[src/rtl/trng_pkg.sv]
// Shared types and defaults for the TRNG word packer: pair-state encoding
// and default word/health-test sizes.
package trng_pkg;

  typedef enum logic {
    PAIR_FIRST  = 1'b0,
    PAIR_SECOND = 1'b1
  } pair_state_t;

  localparam int TRNG_WORD_W    = 8;
  localparam int TRNG_REP_LIMIT = 16;

endpackage

[src/rtl/trng_vn_debias.sv]
// Von Neumann debiaser: groups raw bits into pairs and emits the first bit
// of every unequal pair (10 -> 1, 01 -> 0); equal pairs emit nothing.
module trng_vn_debias
  import trng_pkg::*;
(
  input  logic clk,
  input  logic clr_n,
  input  logic en,
  input  logic rand_bit,
  output logic vn_bit,
  output logic vn_strobe
);

  pair_state_t pair_state;
  logic        first_bit;

  // Any idle cycle discards a half-collected pair so that pairs are always
  // made of two back-to-back samples.
  always_ff @(posedge clk or negedge clr_n) begin
    if (!clr_n) begin
      pair_state <= PAIR_FIRST;
      first_bit  <= 1'b0;
    end else if (!en) begin
      pair_state <= PAIR_FIRST;
    end else begin
      case (pair_state)
        PAIR_FIRST: begin
          first_bit  <= rand_bit;
          pair_state <= PAIR_SECOND;
        end
        PAIR_SECOND: pair_state <= PAIR_FIRST;
        default:     pair_state <= PAIR_FIRST;
      endcase
    end
  end

  // The strobe is combinational on the second sample so the packer can
  // absorb the bit on the very edge that captures it.
  assign vn_strobe = en && (pair_state == PAIR_SECOND) && (first_bit != rand_bit);
  assign vn_bit    = first_bit;

endmodule

[src/rtl/trng_word_packer.sv]
// Repetition-count health test, MSB-first word packing of debiased bits and
// a valid/ready output register with sticky overrun reporting.
module trng_word_packer
  import trng_pkg::*;
#(
  parameter int WIDTH     = TRNG_WORD_W,
  parameter int REP_LIMIT = TRNG_REP_LIMIT
) (
  input  logic             clk,
  input  logic             clr_n,
  input  logic             en,
  input  logic             rand_bit,
  output logic [WIDTH-1:0] word_data,
  output logic             word_valid,
  input  logic             word_ready,
  output logic             health_fail,
  output logic             overrun
);

  localparam int CW = $clog2(WIDTH);
  localparam int RW = $clog2(REP_LIMIT + 1);
  localparam logic [CW-1:0] LAST_IDX = CW'(WIDTH - 1);
  localparam logic [RW-1:0] REP_MAX  = RW'(REP_LIMIT);

  logic             vn_bit;
  logic             vn_strobe;

  logic             prev_bit;
  logic             prev_valid;
  logic [RW-1:0]    rep_cnt;
  logic [RW-1:0]    rep_next;
  logic             health_next;

  logic [WIDTH-1:0] sreg;
  logic [CW-1:0]    count;
  logic [WIDTH-1:0] new_word;
  logic             word_done;
  logic             load_word;
  logic             drop_word;

  trng_vn_debias u_debias (
    .clk       (clk),
    .clr_n     (clr_n),
    .en        (en),
    .rand_bit  (rand_bit),
    .vn_bit    (vn_bit),
    .vn_strobe (vn_strobe)
  );

  always_comb begin
    rep_next = rep_cnt;
    if (en) begin
      if (!prev_valid || (rand_bit != prev_bit)) begin
        rep_next = RW'(1);
      end else if (rep_cnt != REP_MAX) begin
        rep_next = rep_cnt + RW'(1);
      end
    end
  end

  // The trip is visible on the same edge, so a word completing together
  // with the failing sample is already suppressed.
  assign health_next = health_fail || (en && (rep_next == REP_MAX));

  assign new_word  = {sreg[WIDTH-2:0], vn_bit};
  assign word_done = vn_strobe && (count == LAST_IDX);
  assign load_word = word_done && !health_next && (!word_valid || word_ready);
  assign drop_word = word_done && !health_next && word_valid && !word_ready;

  always_ff @(posedge clk or negedge clr_n) begin
    if (!clr_n) begin
      prev_bit    <= 1'b0;
      prev_valid  <= 1'b0;
      rep_cnt     <= '0;
      health_fail <= 1'b0;
    end else begin
      if (en) begin
        prev_bit   <= rand_bit;
        prev_valid <= 1'b1;
      end
      rep_cnt     <= rep_next;
      health_fail <= health_next;
    end
  end

  always_ff @(posedge clk or negedge clr_n) begin
    if (!clr_n) begin
      sreg  <= '0;
      count <= '0;
    end else if (vn_strobe) begin
      sreg  <= new_word;
      count <= word_done ? '0 : count + CW'(1);
    end
  end

  always_ff @(posedge clk or negedge clr_n) begin
    if (!clr_n) begin
      word_data  <= '0;
      word_valid <= 1'b0;
      overrun    <= 1'b0;
    end else begin
      if (load_word) begin
        word_data  <= new_word;
        word_valid <= 1'b1;
      end else if (word_valid && word_ready) begin
        word_valid <= 1'b0;
      end
      if (drop_word) begin
        overrun <= 1'b1;
      end
    end
  end

endmodule

[config.mk]
export PLATFORM = sky130hd
export DESIGN_NAME = trng_word_packer
export DESIGN_NICKNAME = d
export VERILOG_FILES = /design/src/rtl/trng_pkg.sv /design/src/rtl/trng_vn_debias.sv /design/src/rtl/trng_word_packer.sv
export SDC_FILE = /design/constraint.sdc
export NUM_CORES = 1
export LEC_CHECK = 0
export ABC_AREA = 1
export CELL_PAD_IN_SITES_DETAIL_PLACEMENT = 1
export CELL_PAD_IN_SITES_GLOBAL_PLACEMENT = 2
export CORE_MARGIN = 4
export CORE_UTILIZATION = 33
export DETAILED_ROUTE_END_ITERATION = 7
export GPL_TIMING_DRIVEN = 0
export PLACE_DENSITY_LB_ADDON = 0.1
export RECOVER_POWER = 25
export SYNTH_ARGS = -nofsm -noshare
export SYNTH_HDL_FRONTEND = slang
export SYNTH_SLANG_ARGS = --single-unit
[constraint.sdc]
create_clock -name clk -period 2.45 [get_ports clk]
set_clock_uncertainty 0.15 [all_clocks]
set_input_delay 0.49 -clock clk [delete_from_list [all_inputs] [get_ports clk]]
set_output_delay 0.49 -clock clk [all_outputs]
set_load 0.02 [all_outputs]
# Word-level counts from Yosys, hierarchy flattened
# Cells that the tools add are included.
# Widths: inputs -> output; s select.
# word_totals
reg_bits	30
inputBits	5
out_inout_bits	11
# classes
add_sub_neg	2
eq_ne	5
n_mux	8
bitwise	1
reduce_logical	18
# op_table
op	count
$mux 5	3
$logic_and 1x1->1	9
$add 5x1->5 const B	1
$eq 5x5->1 const B	1
$ne 5x5->1 const B	1
$logic_not 1->1	4
$add 3x1->3 const B	1
$eq 3x3->1 const B	1
$logic_or 1x1->1	3
$mux 1	3
$mux 3	1
$ne 1x1->1	2
$pmux 1 s2	1
$reduce_and 2->1	1
$reduce_bool 2->1	1
$not 1->1	1

# Depth between registers and ports, before layout
# Gate-level depths: netlist (run 1).
# depth
ltp_word	11
depth_mapped	14
ltp_nobuf	14

# By module
# A second synthesis (run 1) with hierarchy kept.
# hier_totals
cells_unflattened	164
area_unflattened_um2	1482.7
# by_module_without_submodules
module	n_inst	cells_each	area_per_inst_um2	seq_area_each_um2
trng_word_packer	1	149	1381.3	700.7
trng_vn_debias	1	15	101.3	50.0

# Worst setup path before layout (run 1)
# OpenSTA, ideal clock, no wires.
# synth_timing
path_kind	register to register
from	register rep_cnt[0]
to	register word_data[0]
setup_ns	0.117
t_arrival_ns	1.440
t_required_ns	2.183
path_slack_ns	0.743
stages_incl_launch_ff	14
path_cell_list	dfrtp_1 > inv_1 > ha_1 > nand2_1 > inv_1 > nand2_2 > a21oi_2 > nor2_4 > nor2_2 > nand2_4 > nand3_4 > nor2_8 > nand2_1 > nand2_1
# synth_between
elab_chain_cells	10
word_cells_on_any_way	11
cone_classes	add/sub (1); eq/ne (2); mux (3); reduce/logical (5)
# synth_lines
item	line	text
start: declaration	trng_word_packer.sv:30	logic [RW-1:0] rep_cnt;
start signal: assignment	trng_word_packer.sv:81	rep_cnt <= rep_next;
$add 5x1->5 / $ne 5x5->1 (equally long branches)	trng_word_packer.sv:56, trng_word_packer.sv:55	
$mux 5 (*)	trng_word_packer.sv:55	end else if (rep_cnt != REP_MAX) begin
$mux 5 (*)	trng_word_packer.sv:53	if (!prev_valid || (rand_bit != prev_bit)) begin
$mux 5 (*)	trng_word_packer.sv:52	if (en) begin
net rep_next[2]	trng_word_packer.sv:31	logic [RW-1:0] rep_next;
$eq 5x5->1 (*)	trng_word_packer.sv:63	assign health_next = health_fail || (en && (rep_next == REP_MAX));
$logic_and 1x1->1 (*)	trng_word_packer.sv:63	
$logic_or 1x1->1 (*)	trng_word_packer.sv:63	
$logic_not 1->1 (*)	trng_word_packer.sv:67	assign load_word = word_done && !health_next && (!word_valid || word_ready);
$logic_and 1x1->1 (*) (2 in a row)	trng_word_packer.sv:67	
end signal: assignment	trng_word_packer.sv:103	word_data <= new_word;
end: declaration	trng_word_packer.sv:13	output logic [WIDTH-1:0] word_data,
# The timed path passes the listed nets; every way through them passes the cells marked *.
# A chain may end at the register's enable or synchronous reset.

# Worst setup path after layout (run 1)
# layout_timing
from	input rand_bit
to	register word_data[2]
# layout_between
elab_chain_cells	10
word_cells_on_any_way	13
cone_classes	eq/ne (3); mux (2); reduce/logical (8)
# layout_lines
item	line	text
start: declaration	trng_word_packer.sv:12	input logic rand_bit,
$ne 1x1->1	trng_word_packer.sv:53	
$logic_or 1x1->1	trng_word_packer.sv:53	
$mux 5	trng_word_packer.sv:53	
$mux 5	trng_word_packer.sv:52	
$eq 5x5->1	trng_word_packer.sv:63	
$logic_and 1x1->1	trng_word_packer.sv:63	
$logic_or 1x1->1	trng_word_packer.sv:63	
$logic_not 1->1	trng_word_packer.sv:67	
$logic_and 1x1->1 (*) (2 in a row)	trng_word_packer.sv:67	
# Mark *: on every way between the ends. The rest lies on a longest branch, timed or not.

==> results of run 1 <==
==> metrics by stage <==
step / worst slack, ns / total power [mW]
floorplan: 0.743 / 0.903
global placement: 0.0896 / 0.977
detailed placement: 0.0364 / 0.997
CTS: 0.341 / 1.50
global route: 0.207 / 1.58
finish: 0.367 / 1.47
==> power groups by stage <==
stage               clock [mW]  combinational (mW)  sequential [mW]
floorplan                    0               0.240            0.663
global placement             0               0.293            0.684
detailed placement           0               0.308            0.689
CTS                      0.506               0.311            0.680
global route             0.532               0.352            0.695
finish                   0.484               0.302            0.679
==> kinds of logic (layout without fill, tap and decap cells) <==
kind of cell	count (synthesis)	in the layout	synth area share, %
fa+ha+maj	4	4	3.50
buf+inv	21	44	5.95
simple gates	97	97	32.8
flops	30	30	52.5
compound gates	12	12	5.25
==> sequential cells by signal, indices dropped and copies added, names as in the netlist <==
signal               flops
word_data                8
sreg                     7
rep_cnt                  5
count                    3
health_fail              1
overrun                  1
prev_bit                 1
prev_valid               1
u_debias.pair_state      1
u_debias.vn_bit          1
word_valid               1
==> worst min path at each step <==
| stage | from | endpoint | slack [ns] | depth (start not counted) |
|---|---|---|---|---|
| CTS | u_debias.pair_state$_DFF_PN0_ | u_debias.pair_state$_DFF_PN0_ | 0.31 | 1 |
| global placement | u_debias.pair_state$_DFF_PN0_ | u_debias.pair_state$_DFF_PN0_ | 0.29 | 1 |
| detailed placement | u_debias.pair_state$_DFF_PN0_ | u_debias.pair_state$_DFF_PN0_ | 0.30 | 1 |
| finish | u_debias.pair_state$_DFF_PN0_ | u_debias.pair_state$_DFF_PN0_ | 0.30 | 1 |
| floorplan | clr_n | count[0]$_DFFE_PN0P_ | 0.04 | 0 |
| global route | u_debias.pair_state$_DFF_PN0_ | u_debias.pair_state$_DFF_PN0_ | 0.33 | 1 |
==> area by class of cell <==
| cell class | count | area [sq um] | share of cell area (%) |
|---|---|---|---|
| buffer | 3 | 17.5 | 1.00 |
| clock buffer | 5 | 68.8 | 3.94 |
| clock inverter | 3 | 40.0 | 2.29 |
| inverter | 18 | 67.6 | 3.87 |
| multi-input combinational | 113 | 594 | 34.1 |
| sequential | 30 | 751 | 43.0 |
| tap | 50 | 62.6 | 3.58 |
| timing repair buffer | 15 | 144 | 8.24 |
==> routing by layer <==
layer | vias up | GRT usage, % | share of wire (%)
li1 | 555 | - | -
met2 | 18 | 18.7 | 43
met5 | - | 0 | 0
met1 | 525 | 18.1 | 50
met4 | 0 | 5.63 | 2.1
met3 | 5 | 4.51 | 4.4
==> cell usage in the layout, fill, tap and decap left out <==
| master | count |
|---|---|
| bufinv_16 | 1 |
| nor2_2 | 2 |
| nand2_4 | 1 |
| o21ai_1 | 3 |
| clkdlybuf4s50_1 | 14 |
| nand3_4 | 1 |
| ha_1 | 4 |
| nand3_2 | 2 |
| nor2_4 | 2 |
| o21a_1 | 1 |
| nand4_1 | 3 |
| clkbuf_8 | 5 |
| buf_2 | 2 |
| buf_4 | 1 |
| inv_2 | 3 |
| o21ai_0 | 3 |
| clkinv_2 | 2 |
| inv_1 | 15 |
| clkbuf_1 | 1 |
| nand2_2 | 4 |
| nand4_2 | 1 |
| a21oi_2 | 2 |
| a21o_1 | 1 |
| nor2_8 | 1 |
| nand3_1 | 7 |
| nor2_1 | 8 |
| o21bai_1 | 1 |
| nand2_1 | 65 |
| dfrtp_1 | 30 |
| a21oi_1 | 1 |
==> flow_summary.toml, run 1 <==
[status]
status = "complete, but fails checks"
violations = "capacitance limit, slew limit"

[placement]
routabilityCongestion = 0.761
dp.cells = 229
hpwl_um = 2200
port_buffers = 15
place_area_sq_um = 1640

[routing]
drt-total-wl_um = 3000
drt_first_pass_iters = 4
drtIter0Drc = 30
drc_errors = 0
routedWlPerCell_um = 12.7
ant_nets = 0
vias_per_cell = 4.65
vias = 1103

[timing]
hold_violations = 0
tightest_slew_ns = 1.61
layout_min_cycle_time_ns = 2.08
fin_crit_sh_pct = 85.0
hold_ws_ns = 0.304
rsz0062_at_grt = "false"
slew_viol_final = 31
maxSlewHeadroom_pct = -7.24
finalSetupViolations = 0
max_freq_ghz = 0.480
fin_setup_tns_ns = 0

[critical_path]
ff2ff_path_depth = 12
critPathLaunchType = "primary input"
worst_path_most_repeated_cell = "nor2_1"
crit_buf_inv = 1
cp.required_ns = 2.47
path_depth = 8
cp_cell_sequence = "clkdlybuf4s50_1 > nor2_1 > nor2_1 > nand3_1 > nor2_1 > nand4_2 > nand2_1 > nand2_1"
cp-startpoint = "rand_bit"
path_class = "in -> reg"
critPathCaptureType = "flip-flop"
path_delay_family = "simple AND/OR/NAND/NOR gates"
critPathMaxFanout = 8
timing.rr.start = "rep_cnt[0]$_DFF_PN0_"
cp_slowest_cell = "clkdlybuf4s50_1"
crit_arrival_ns = 2.10
rr_endpoint = "word_data[2]$_DFFE_PN0P_"
crit_end = "word_data[2]$_DFFE_PN0P_"
max_stage_delay_ns = 0.56
r2r_slack_ns = 0.53

[job]
drv_cap = 1

[final_layout]
syn_to_final_growth_pct = 22.0
fin_area_sq_um = 1750
final_cells = 237
nets = 195
antenna-diode-count = 0
fin_util_pct = 42.7
layout-drive-gt1-share_pct = 16.0
n_fill_cell = 496

[power]
p_sw_share_pct = 31.1
p_sw_mw = 0.456
ir_worst_vdd_uv = 369
p_clk_share_pct = 33.0
power_frac_seq_pct = 46.3
p_int_mw = 1.01
p_comb_share_pct = 20.6
leakage_nw = 0.899
powerDensity_nw_per_um2 = 840

[synthesis]
ys_types = 25
synthTopCellsByArea = "dfrtp_1 (52%), nand2_1 (17%), inv_1 (3.9%), ha_1 (3.5%), nand3_1 (2.4%)"
syn_area_per_cell_sq_um = 8.72
yosys.area.top_type = "dfrtp_1"
synth_common_cells = "nand2_1 (65), dfrtp_1 (30), inv_1 (15), nor2_1 (8), nand3_1 (7)"
syn_nets = 173
synth_top_area_share_pct = 52.5
synthArstFlopShare_pct = 100
syn_inst = 164
ys_ff_latch = 30
synth-edff-count = 0
synth_area_sq_um = 1430
yosys_most_used_dff = "dfrtp_1"
synth.most_common_cell = "nand2_1"
yosys_warnings = 0
synth.yosys.seq_area_share_pct = 52.5

[clocking]
clk_latency_ns = 0.28
clkSinkCount = 30
cts_root_buf = "clkbuf_8"
clock_tree.buffer_depth = 2
postCtsHoldBufs = 0
numCtsBuffers = 5
clkTransAtPathRegs_ns = 0.06
cts_setup_buffers = 0
cts_tree = "done"
cts_max_level = 2
cts_resized = 0

[floorplan]
rows = 23
die_y_um = 73.8
dieArea_sq_um = 5450
die_w_um = 73.8
core_area_sq_um = 4090
start_util_pct = 35.0
ioPinCount = 16

[global_routing]
antenna_found_initial = 0
grt_pass1_vias = 1134
grt.overflow.total = 0
grt_pass1_wl_um = 5310
grt_util_all_layers_pct = 13.2
grt_max_degree = 31

[min_path]
hold_path_class = "reg -> reg"
Note: power is estimated with default switching activity, not from simulation.
==> run 2, diff against run 1 <==
--- a/config.mk
+++ b/config.mk
@@ -6,6 +6,7 @@
 export NUM_CORES = 1
 export LEC_CHECK = 0
 export ABC_AREA = 1
+export CAP_MARGIN = 25
 export CELL_PAD_IN_SITES_DETAIL_PLACEMENT = 1
 export CELL_PAD_IN_SITES_GLOBAL_PLACEMENT = 2
 export CORE_MARGIN = 4
@@ -14,6 +15,7 @@
 export GPL_TIMING_DRIVEN = 0
 export PLACE_DENSITY_LB_ADDON = 0.1
 export RECOVER_POWER = 25
+export SETUP_SLACK_MARGIN = 0.5
 export SYNTH_ARGS = -nofsm -noshare
 export SYNTH_HDL_FRONTEND = slang
 export SYNTH_SLANG_ARGS = --single-unit
==> flow_summary.toml, run 2 (synthesis results as in run 1) <==
[global_routing]
grt_max_degree = 17
grt_util_all_layers_pct = 13.5
antenna_found_initial = 0
grt.overflow.total = 0
grt_pass1_wl_um = 5440
grt_pass1_vias = 1175

[critical_path]
timing.rr.start = "rep_cnt[0]$_DFF_PN0_"
path_class = "reg -> reg"
cp-startpoint = "rep_cnt[0]$_DFF_PN0_"
critPathMaxFanout = 8
crit_arrival_ns = 1.94
cp.required_ns = 2.47
critPathCaptureType = "flip-flop"
critPathLaunchType = "flip-flop"

[timing]
fin_crit_sh_pct = 78.6
maxSlewHeadroom_pct = 42.8
finalSetupViolations = 0
max_freq_ghz = 0.519
hold_violations = 0
fin_setup_tns_ns = 0
tightest_slew_ns = 0.855
layout_min_cycle_time_ns = 1.93
rsz0062_at_grt = "false"
slew_viol_final = 0

[routing]
drt-total-wl_um = 3220
ant_nets = 0
vias_per_cell = 4.70
drc_errors = 0
drt_first_pass_iters = 4
drtIter0Drc = 49
vias = 1143
routedWlPerCell_um = 13.2

[final_layout]
n_fill_cell = 498
top_register = "word_data"
final_cells = 243
final_cell_mix = "nand2_1 (66), dfrtp_1 (30), inv_1 (13)"
antenna-diode-count = 0
largest_reg_flops = 8
reg.largest.list = "word_data (8), sreg (7), rep_cnt (5)"
syn_to_final_growth_pct = 31.0
multi_input_area_sq_um = 621
layout-drive-gt1-share_pct = 19.2
seq_area_sq_um = 751
final_common_cell = "nand2_1"
nets = 201
fin_area_sq_um = 1870

[placement]
place_area_sq_um = 1670
routabilityCongestion = 0.761
dp.cells = 230
hpwl_um = 2260
port_buffers = 15

[clocking]
clk_latency_ns = 0.28
cts_max_level = 2
clkTransAtPathRegs_ns = 0.07
clock_tree.buffer_depth = 2
cts_root_buf = "clkbuf_8"
numCtsBuffers = 5
cts_tree = "done"
clkSinkCount = 30

[job]
drv_cap = 0

[status]
status = "complete, no violations"

[min_path]
hold_path_class = "reg -> reg"
min_from = "u_debias.pair_state$_DFF_PN0_"

[power]
ir_worst_vdd_uv = 422
powerDensity_nw_per_um2 = 880
leakage_nw = 0.971

[floorplan]
die_w_um = 73.8
dieArea_sq_um = 5450
rows = 23
die_y_um = 73.8
ioPinCount = 16
core_area_sq_um = 4090
start_util_pct = 35.0
-- run 2: path summary, 6_finish.rpt --
check                      slack [ns]  cells past startpoint                             to
setup / recovery                 0.52                     14       word_data[2]$_DFFE_PN0P_
hold / removal                   0.30                      1  u_debias.pair_state$_DFF_PN0_
setup reg to reg                 0.52                     14       word_data[2]$_DFFE_PN0P_
hold reg to reg                  0.30                      1  u_debias.pair_state$_DFF_PN0_
max in group asynchronous        0.98                      2            sreg[2]$_DFFE_PN0P_
min in group asynchronous        0.62                      1           rep_cnt[4]$_DFF_PN0_
-- run 2: through the flow --
| step | hold slack, ns | util, % | power, mW | setup slack (ns) |
|---|---|---|---|---|
| 3_5_place_dp | 0.301 | 40.9 | 0.999 | 0.0601 |
| 2_1_floorplan | 0.0444 | - | 0.903 | 0.743 |
| 5_1_grt | 0.333 | 45.8 | 1.77 | 0.379 |
| 6_report | 0.305 | 45.8 | 1.65 | 0.524 |
| 3_3_place_gp | 0.288 | 40.2 | 0.977 | 0.0896 |
| 4_1_cts | 0.309 | 45.3 | 1.64 | 0.523 |
-- run 2: layout make-up --
class / instances / area share [%]
tap: 50 / 3.34
inverter: 18 / 3.61
clock buffer: 6 / 4.41
multi-input combinational: 113 / 33.1
sequential: 30 / 40.1
clock inverter: 2 / 3.21
timing repair buffer: 21 / 11.5
buffer: 3 / 0.735
-- run 2: per-layer routing --
| layer | wire length [um] | global-route usage [%] |
|---|---|---|
| met1 | 1460 | 17.8 |
| met2 | 1560 | 20.2 |
| met5 | 0 | 0 |
| met4 | 46 | 4.83 |
| met3 | 151 | 4.92 |
-- run 2: what timing repair did --
action                     4_1_cts  5_1_grt
pin swaps                        2        2
gates resized for setup          7        7
setup buffers                    2        3
gates cloned                     0        0
hold buffers                     0        0
setup endpoints to repair        8        9
-- run 2: power by group --
part | internal (mW) | switching, mW | total, mW
Combinational | 0.143 | 0.209 | 0.352
Clock | 0.434 | 0.184 | 0.618
Sequential | 0.590 | 0.0899 | 0.680
-- run 2: worst max-delay path, stage by stage, from the launching register on --
cell and delay [ns]:
dfrtp_1 0.38, inv_2 0.06, ha_1 0.21, nand2_1 0.10, inv_2 0.06, nand2_4 0.07
nand2_1 0.05, nand2_1 0.07, nand3_1 0.15, nor2_4 0.15, nand2_4 0.08, nand3_4 0.09
nor2_8 0.06, nand2_1 0.08, nand2_1 0.05
==> run 3, diff against run 2 <==
==> constraint.sdc (replaced) <==
create_clock -name clk -period 1.85 [get_ports clk]
set_clock_uncertainty 0.15 [all_clocks]
set_input_delay 0.37 -clock clk [delete_from_list [all_inputs] [get_ports clk]]
set_output_delay 0.37 -clock clk [all_outputs]
set_load 0.02 [all_outputs]
==> flow_summary.toml, run 3 (synthesis results as in run 1) <==
[global_routing]
grt_util_all_layers_pct = 15.5
grt_pass1_wl_um = 6230
antenna_found_initial = 0
grt.overflow.total = 0
grt_pass1_vias = 1302
grt_max_degree = 18

[power]
p_comb_share_pct = 33.4
p_int_mw = 1.38
p_sw_mw = 0.739
leakage_nw = 1.10
p_clk_share_pct = 23.0
powerDensity_nw_per_um2 = 990
power_frac_seq_pct = 43.6
p_sw_share_pct = 34.9
ir_worst_vdd_uv = 488

[timing]
max_freq_ghz = 0.517
tightest_slew_ns = 0.911
hold_violations = 0
maxSlewHeadroom_pct = 39.3
layout_min_cycle_time_ns = 1.93
rsz0062_at_grt = "true"
finalSetupViolations = 9
slew_viol_final = 0
fin_crit_sh_pct = 104
fin_ws_ns = -0.0825
fin_setup_tns_ns = -0.533

[placement]
hpwl_um = 2310
place_ws_ns = -0.479
dp.cells = 230
routabilityCongestion = 0.763
port_buffers = 15

[clocking]
clkSinkCount = 30
cts_tree = "done"
numCtsBuffers = 5
clock_tree.buffer_depth = 2
clk_latency_ns = 0.28
clkTransAtPathRegs_ns = 0.06
cts_max_level = 2
cts_root_buf = "clkbuf_8"
postCtsHoldBufs = 0

[final_layout]
reg.largest.list = "word_data (8), sreg (7), rep_cnt (5)"
final_cell_mix = "nand2_1 (43), dfrtp_1 (29), nand2_2 (25), buf_6 (25), buf_4 (16)"
layout-drive-gt1-share_pct = 47.7
final_common_cell = "nand2_1"
nets = 223
antenna-diode-count = 0
top_register = "word_data"
largest_reg_flops = 8
n_fill_cell = 462
seq_area_sq_um = 752
multi_input_area_sq_um = 731
final_cells = 264
fin_util_pct = 52.4
syn_to_final_growth_pct = 49.9

[floorplan]
start_util_pct = 35.0
rows = 23
core_area_sq_um = 4090
die_w_um = 73.8
die_y_um = 73.8
dieArea_sq_um = 5450
ioPinCount = 16

[critical_path]
path_class = "reg -> reg"
crit_arrival_ns = 2.00
critPathLaunchType = "flip-flop"
cp.required_ns = 1.91
critPathCaptureType = "flip-flop"
critPathMaxFanout = 8

[routing]
drc_errors = 0
drtIter0Drc = 21
routedWlPerCell_um = 14.8
ant_nets = 0
drt-total-wl_um = 3910
vias_per_cell = 4.71
vias = 1243
drt_first_pass_iters = 4

[min_path]
hold_path_class = "in -> async"

[job]
drv_cap = 0

[status]
status = "complete, but fails checks"
violations = "setup timing"
[run 3: cell types whose count changed in the layout (fill, tap and decap cells not counted), moves of 2 or more]
| cell | before | now |
|---|---|---|
| buf_6 | 0 | 25 |
| ha_4 | 0 | 2 |
| clkinv_2 | 0 | 2 |
| nand2_1 | 66 | 43 |
| buf_4 | 4 | 16 |
| bufinv_16 | 2 | 0 |
| clkdlybuf4s50_1 | 11 | 1 |
| nand2_2 | 2 | 25 |
| nand3_2 | 2 | 5 |
| buf_2 | 2 | 0 |
| inv_2 | 5 | 7 |
| inv_1 | 13 | 10 |
| ha_1 | 4 | 2 |
| nand3_1 | 7 | 3 |
[run 3: worst paths after layout]
check                                           endpoint                          start  slack (ns)  depth (start not counted)
min in group clk           u_debias.pair_state$_DFF_PN0_  u_debias.pair_state$_DFF_PN0_        0.32                          1
max in group asynchronous           rep_cnt[0]$_DFF_PN0_                          clr_n        0.24                          2
min reg2reg                u_debias.pair_state$_DFF_PN0_  u_debias.pair_state$_DFF_PN0_        0.32                          1
min                                 rep_cnt[4]$_DFF_PN0_                          clr_n        0.05                          1
max reg2reg                     word_data[1]$_DFFE_PN0P_           rep_cnt[0]$_DFF_PN0_       -0.08                         14
max                             word_data[1]$_DFFE_PN0P_           rep_cnt[0]$_DFF_PN0_       -0.08                         14
[run 3: power by group through the flow]
| stage | clock [mW] | combinational (mW) | sequential (mW) |
|---|---|---|---|
| after floorplan | 0 | 0.320 | 0.878 |
| after global placement | 0 | 0.389 | 0.903 |
| after detailed placement | 0 | 0.416 | 0.914 |
| after CTS | 0.510 | 0.616 | 0.914 |
| after global routing | 0.542 | 0.788 | 0.947 |
| final | 0.489 | 0.708 | 0.924 |
[run 3: what timing repair did]
| action | in CTS | in global routing |
|---|---|---|
| hold endpoints to repair | 0 | 0 |
| setup buffers | 16 | 9 |
| gates cloned | 2 | 0 |
| pin swaps | 13 | 17 |
| resized for setup | 91 | 38 |
| setup endpoints to repair | 49 | 36 |
[run 3: per-stage QoR]
step / power (mW) / hold WS, ns / area (sq um)
4_1_cts: 2.04 / 0.192 / 1980
5_1_grt: 2.28 / 0.128 / 2140
3_5_place_dp: 1.33 / 0.316 / 1670
2_1_floorplan: 1.20 / -0.0756 / 1430
6_report: 2.12 / 0.0480 / 2140
3_3_place_gp: 1.29 / 0.290 / 1650
[run 3: layout make-up]
type | instances | area share [%]
Tap cell | 50 | 2.92
Timing Repair Buffer | 43 | 19.3
Clock inverter | 2 | 0.467
Buffer | 3 | 1.58
Multi-Input combinational cell | 113 | 34.1
Clock buffer | 5 | 3.21
Sequential cell | 30 | 35.1
Inverter | 18 | 3.39
[run 3: per-layer routing]
| layer | vias up | global-route usage, % | wire [um] |
|---|---|---|---|
| met5 | - | 0 | 0 |
| met4 | 0 | 4.23 | 22 |
| met3 | 2 | 5.06 | 131 |
| met1 | 614 | 20.1 | 1710 |
| li1 | 610 | - | - |
| met2 | 17 | 24.6 | 2050 |
[run 3: critical path: stages, from the launching register on]
cell and delay (ns):
dfrtp_2 0.45, inv_2 0.10, ha_4 0.13, nand2_2 0.05
inv_2 0.08, nand2_4 0.08, nand2_2 0.09, nand2_2 0.05
nand3_2 0.08, nor2_4 0.05, nand2_4 0.09, nand3_4 0.11
nor2_8 0.20, nand2_2 0.07, nand2_1 0.07
